[config.mk]
export PLATFORM = sky130hd
export DESIGN_NAME = alu_controller
export DESIGN_NICKNAME = d
export VERILOG_FILES = /design/src/rtl/alu_controller.sv
export SDC_FILE = /design/constraint.sdc
export NUM_CORES = 1
export LEC_CHECK = 0
export ABC_CLOCK_PERIOD_IN_PS = 800
export CORE_AREA = 5 5 42 44
export DETAILED_ROUTE_END_ITERATION = 8
export DIE_AREA = 0 0 47 49
export MAX_ROUTING_LAYER = met4
export PLACE_DENSITY = 0.49
export SLEW_MARGIN = 40
export SYNTH_ARGS = -nofsm -noshare
export SYNTH_HDL_FRONTEND = slang
export SYNTH_SLANG_ARGS = --single-unit
[constraint.sdc]
create_clock -name clk -period 0.8 [get_ports clk]
set_input_delay 0.2 -clock clk [delete_from_list [all_inputs] [get_ports clk]]
set_output_delay 0.2 -clock clk [all_outputs]
set_load 0.1 [all_outputs]
[src/rtl/alu_controller.sv]
// alu_controller: RV32I ALU operation decode from alu_op/funct3/funct7, registered output.
// Optional: define ALU_CTRL_ILLEGAL_EN to add the registered alu_illegal flag.
module alu_controller (
    input  logic       clk,
    input  logic       nreset,
    input  logic [2:0] funct3,
    input  logic [6:0] funct7,
    input  logic [1:0] alu_op,
    output logic [3:0] alu_ctrl
`ifdef ALU_CTRL_ILLEGAL_EN
    ,
    output logic       alu_illegal
`endif
);
    localparam logic [6:0] F7_BASE = 7'b0000000;
    localparam logic [6:0] F7_ALT  = 7'b0100000;

    logic [3:0] dec;
    logic       bad;
    logic [3:0] next_ctrl;

    // Decode to {alt, f3}; illegal encodings are flagged and forced to ADD below
    always_comb begin
        dec = 4'b0000;
        bad = 1'b0;
        case (alu_op)
            2'b01: dec = funct3[2] ? {3'b001, funct3[1]} : 4'b1000;
            2'b10: begin
                dec = {funct7[5], funct3};
                bad = !(funct7 == F7_BASE || (funct7 == F7_ALT && (funct3 == 3'b000 || funct3 == 3'b101)));
            end
            2'b11: begin
                dec = {funct3 == 3'b101 && funct7[5], funct3};
                bad = (funct3 == 3'b101 && !(funct7 == F7_BASE || funct7 == F7_ALT))
                   || (funct3 == 3'b001 && funct7 != F7_BASE);
            end
            default: dec = 4'b0000;
        endcase
    end

    assign next_ctrl = bad ? 4'b0000 : dec;

    // Register the select; async reset forces ADD
    always_ff @(posedge clk or negedge nreset) begin
        if (!nreset) alu_ctrl <= 4'b0000;
        else         alu_ctrl <= next_ctrl;
    end

`ifdef ALU_CTRL_ILLEGAL_EN
    // Illegal flag aligned with alu_ctrl
    always_ff @(posedge clk or negedge nreset) begin
        if (!nreset) alu_illegal <= 1'b0;
        else         alu_illegal <= bad;
    end
`endif
endmodule

==> reports/metrics.csv <==
stage;metric;value;unit
yosys;main_combinational_cell_family_by_area_after_synthesis;simple AND/OR/NAND/NOR gates;
setup_path;timing.critical_path.from_type;flop;
global_route;maximum_number_of_pins_on_one_net_before_global_route_repair;7;
final_layout;footprint_of_the_multi_input_gates;171;sq um
clock_network;clkSinkCount;4;
yosys;postSynthCellCount;29;
final_layout;reg_top3;alu_ctrl (4);
setup_path;critical_path.max_fanout;1;
final_layout;drive_gt1_frac;0.585;
sta;post-route-worst-setup-slack;-0.271;ns
status;failing_checks;setup timing;
die;io-pin-count;18;
yosys;mean_syn_cell_area;8.46;sq um
yosys;share_of_the_synthesized_netlist_area_taken_by_xor_and_xnor_gates;0;
route;wire_length_per_cell;10.5;um
sta;timing.final.crit_share;1.34;
power_and_ir_drop;p_leak;0.248;nW
yosys;proportion_of_synthesized_chip_area_in_sequential_cells;0.408;
yosys;yosys_register_bits;4;
yosys;yosysWarnings;0;
clock_network;cts.htree.levels;1;
final_layout;sequential_area;113;sq um
die;design.core.area;1400;sq um
hold_path;worst_hold_path_type;in2async;
setup_path;crit_path_cell_trace;buf_12;
yosys;synth_simple_gate_area_frac;0.321;
route;routed_wl;724;um
setup_path;delay_of_the_slowest_critical_path_stage;0.47;ns
final_layout;finish.net_count;69;
sta;final-max-slew-violation-count;0;
final_layout;filler_instances;162;
place;placed_instance_count;66;
final_layout;insertedDiodeCount;0;
yosys;synthesis.area;245;sq um
global_route;groute.usage.overall;0.0717;
sta;final-setup-viol-count;8;
setup_path;worstSetupEndpointType;output pin;
yosys;yosys.area.top_type_share;0.408;
sta;worst_hold_slack;0.172;ns
yosys;synth_area_leader_cell;dfrtp_1;
power_and_ir_drop;power_density;1420;nW/um^2
die;std_cell_rows;14;
clock_network;tritoncts;built;
global_route;number_of_antenna_violations_at_the_first_check_in_global_routing;0;
clock_network;cts_buffers;3;
place;place.port_buffers;17;
sta;max_transition_margin;0.812;
yosys;synth_compound_area_frac;0.209;
yosys;synth_fa_ha_area_frac;0;
setup_path;crit_type;reg2out;
route;met3WireLength;98;um
yosys;synth_fp_nets;43;
global_route;grt_pass1_vias;313;
sta;fin_crit;1.07;ns
route;route.layer.met1.wl;233;um
die;fp.dieW;47;um
sta;clock.fmax;0.934;GHz
setup_path;arrival;0.87;ns
die;initial_utilization;0.175;
setup_path;cpLargestDelayFamily;flip-flops;
route;remaining_drc_errors;0;
final_layout;stdcell_count;69;
job;drv.max_cap_violation_count;0;
global_route;gr-total-overflow;0;
yosys;synth_cell_type_count;14;
power_and_ir_drop;irDropWorstVdd;0.401;mV
clock_network;postCtsSetupRepairBufs;0;
global_route;first_pass_grt_wire_length;1120;um
final_layout;largest_register_ff_count;4;
clock_network;clkSlewWorstSetupHoldPaths;0.04;ns
place;global_placement_routability_congestion;0.760;
route;number_of_vias_after_detailed_routing;292;
die;die-height;49;um
route;detailroute.wirelength.met2;392;um
die;floorplan.die_area;2300;sq um
setup_path;path_buf_inv;1;
route;residual_antenna_violating_net_count_after_detailed_routing;0;
route;routed.top_layer;met3;
place;dpl.hpwl;623;um
clock_network;max-clock-path-buffers;2;
final_layout;area_growth_syn_to_layout;128;%
yosys;multiplexer_share_of_the_synthesized_area;0;
status;outcome;finished, violations left;
sta;timing_hold_violations_final;0;
sta;worst-slew-pin-transition;0.281;ns
yosys;synth_top_cells_by_area;dfrtp_1, nor2_1, a21oi_1, o311ai_2, nand2_4;
route;first_pass_iters;2;
clock_network;clockRootBuffer;clkbuf_4;
route;drtIter0Drc;2;
sta;setup_repair_after_global_routing_missed_its_margin;yes;
route;vias_per_cell;4.23;
clock_network;cts_hold_repair.buffers;0;
setup_path;crit_slowest_cell;dfrtp_4;
setup_path;worstPathRequired;0.60;ns
final_layout;max_flop_register;alu_ctrl;
==> where the power goes <==
group	switching [W]	leakage, nW	internal (W)
logic	0.000178	0.188	0.000140
registers	0.0000107	0.0466	0.000224
clock network	0.0000753	0.0138	0.000167
total	0.000264	0.248	0.000531
==> cell usage in the layout (no fill, tap or decap), drive strengths merged, types with 2 or more instances in the layout <==
cell	count
a21oi	5
buf	16
clkbuf	3
clkdlybuf4s15	3
dfrtp	4
dlygate4sd2	2
inv	2
nand2	3
nor2	7
==> stage by stage <==
step / setup slack [ns] / cell area, sq um / setup TNS (ns) / total power (W) / utilization
global route: -0.301 / 559 / -1.54 / 0.000843 / 0.399
finish: -0.271 / 559 / -1.28 / 0.000795 / 0.399
global placement: -0.679 / 533 / -2.78 / 0.000557 / 0.380
detailed placement: -0.706 / 533 / -2.87 / 0.000560 / 0.380
CTS: -0.286 / 557 / -1.36 / 0.000813 / 0.397
floorplan: -0.198 / 280 / -0.835 / 0.000396 / -
==> kinds of logic after synthesis <==
group,count (synthesis)
AOI/OAI and AO/OA,7
buffers and inverters,3
DFF,4
and+or+nand+nor,15
==> worst paths after layout <==
check                      slack (ns)         from  cells past startpoint           to
worst max-delay path            -0.27  alu_ctrl[1]                      1  alu_ctrl[1]
worst min-delay path             0.17       nreset                      1  alu_ctrl[1]
min in group clk                 0.35    funct3[2]                      3  alu_ctrl[2]
max in group asynchronous        0.44       nreset                      1  alu_ctrl[3]
==> synthesized netlist by cell type <==
library cell and count:
a21oi_1 5, a221o_1 1, buf_4 1, dfrtp_1 4, inv_1 2, nand2_1 2
nand2_4 1, nand2b_1 1, nand3b_1 1, nor2_1 7, nor3b_1 1, nor4_1 1
o311ai_2 1, or3_1 1
==> area by class of cell <==
class / count / area share
timing repair buffer: 22 / 0.403
sequential: 4 / 0.201
clock buffer: 3 / 0.0403
tap: 16 / 0.0358
multi-input combinational: 22 / 0.306
inverter: 2 / 0.0134
==> layer usage <==
metal / vias up / GRT usage
met4: 0 / 0.0415
met3: 0 / 0.0369
met2: 18 / 0.124
met1: 125 / 0.0556
met5: - / -
li1: 149 / -
==> timing repair <==
item | 4_1_cts | 5_1_grt
pin swaps | 8 | 5
setup endpoints to repair | 8 | 8
gates resized for setup | 40 | 2
cloned | 0 | 0
hold endpoints to repair | 0 | 0
Power figures use the tool's default switching activity.
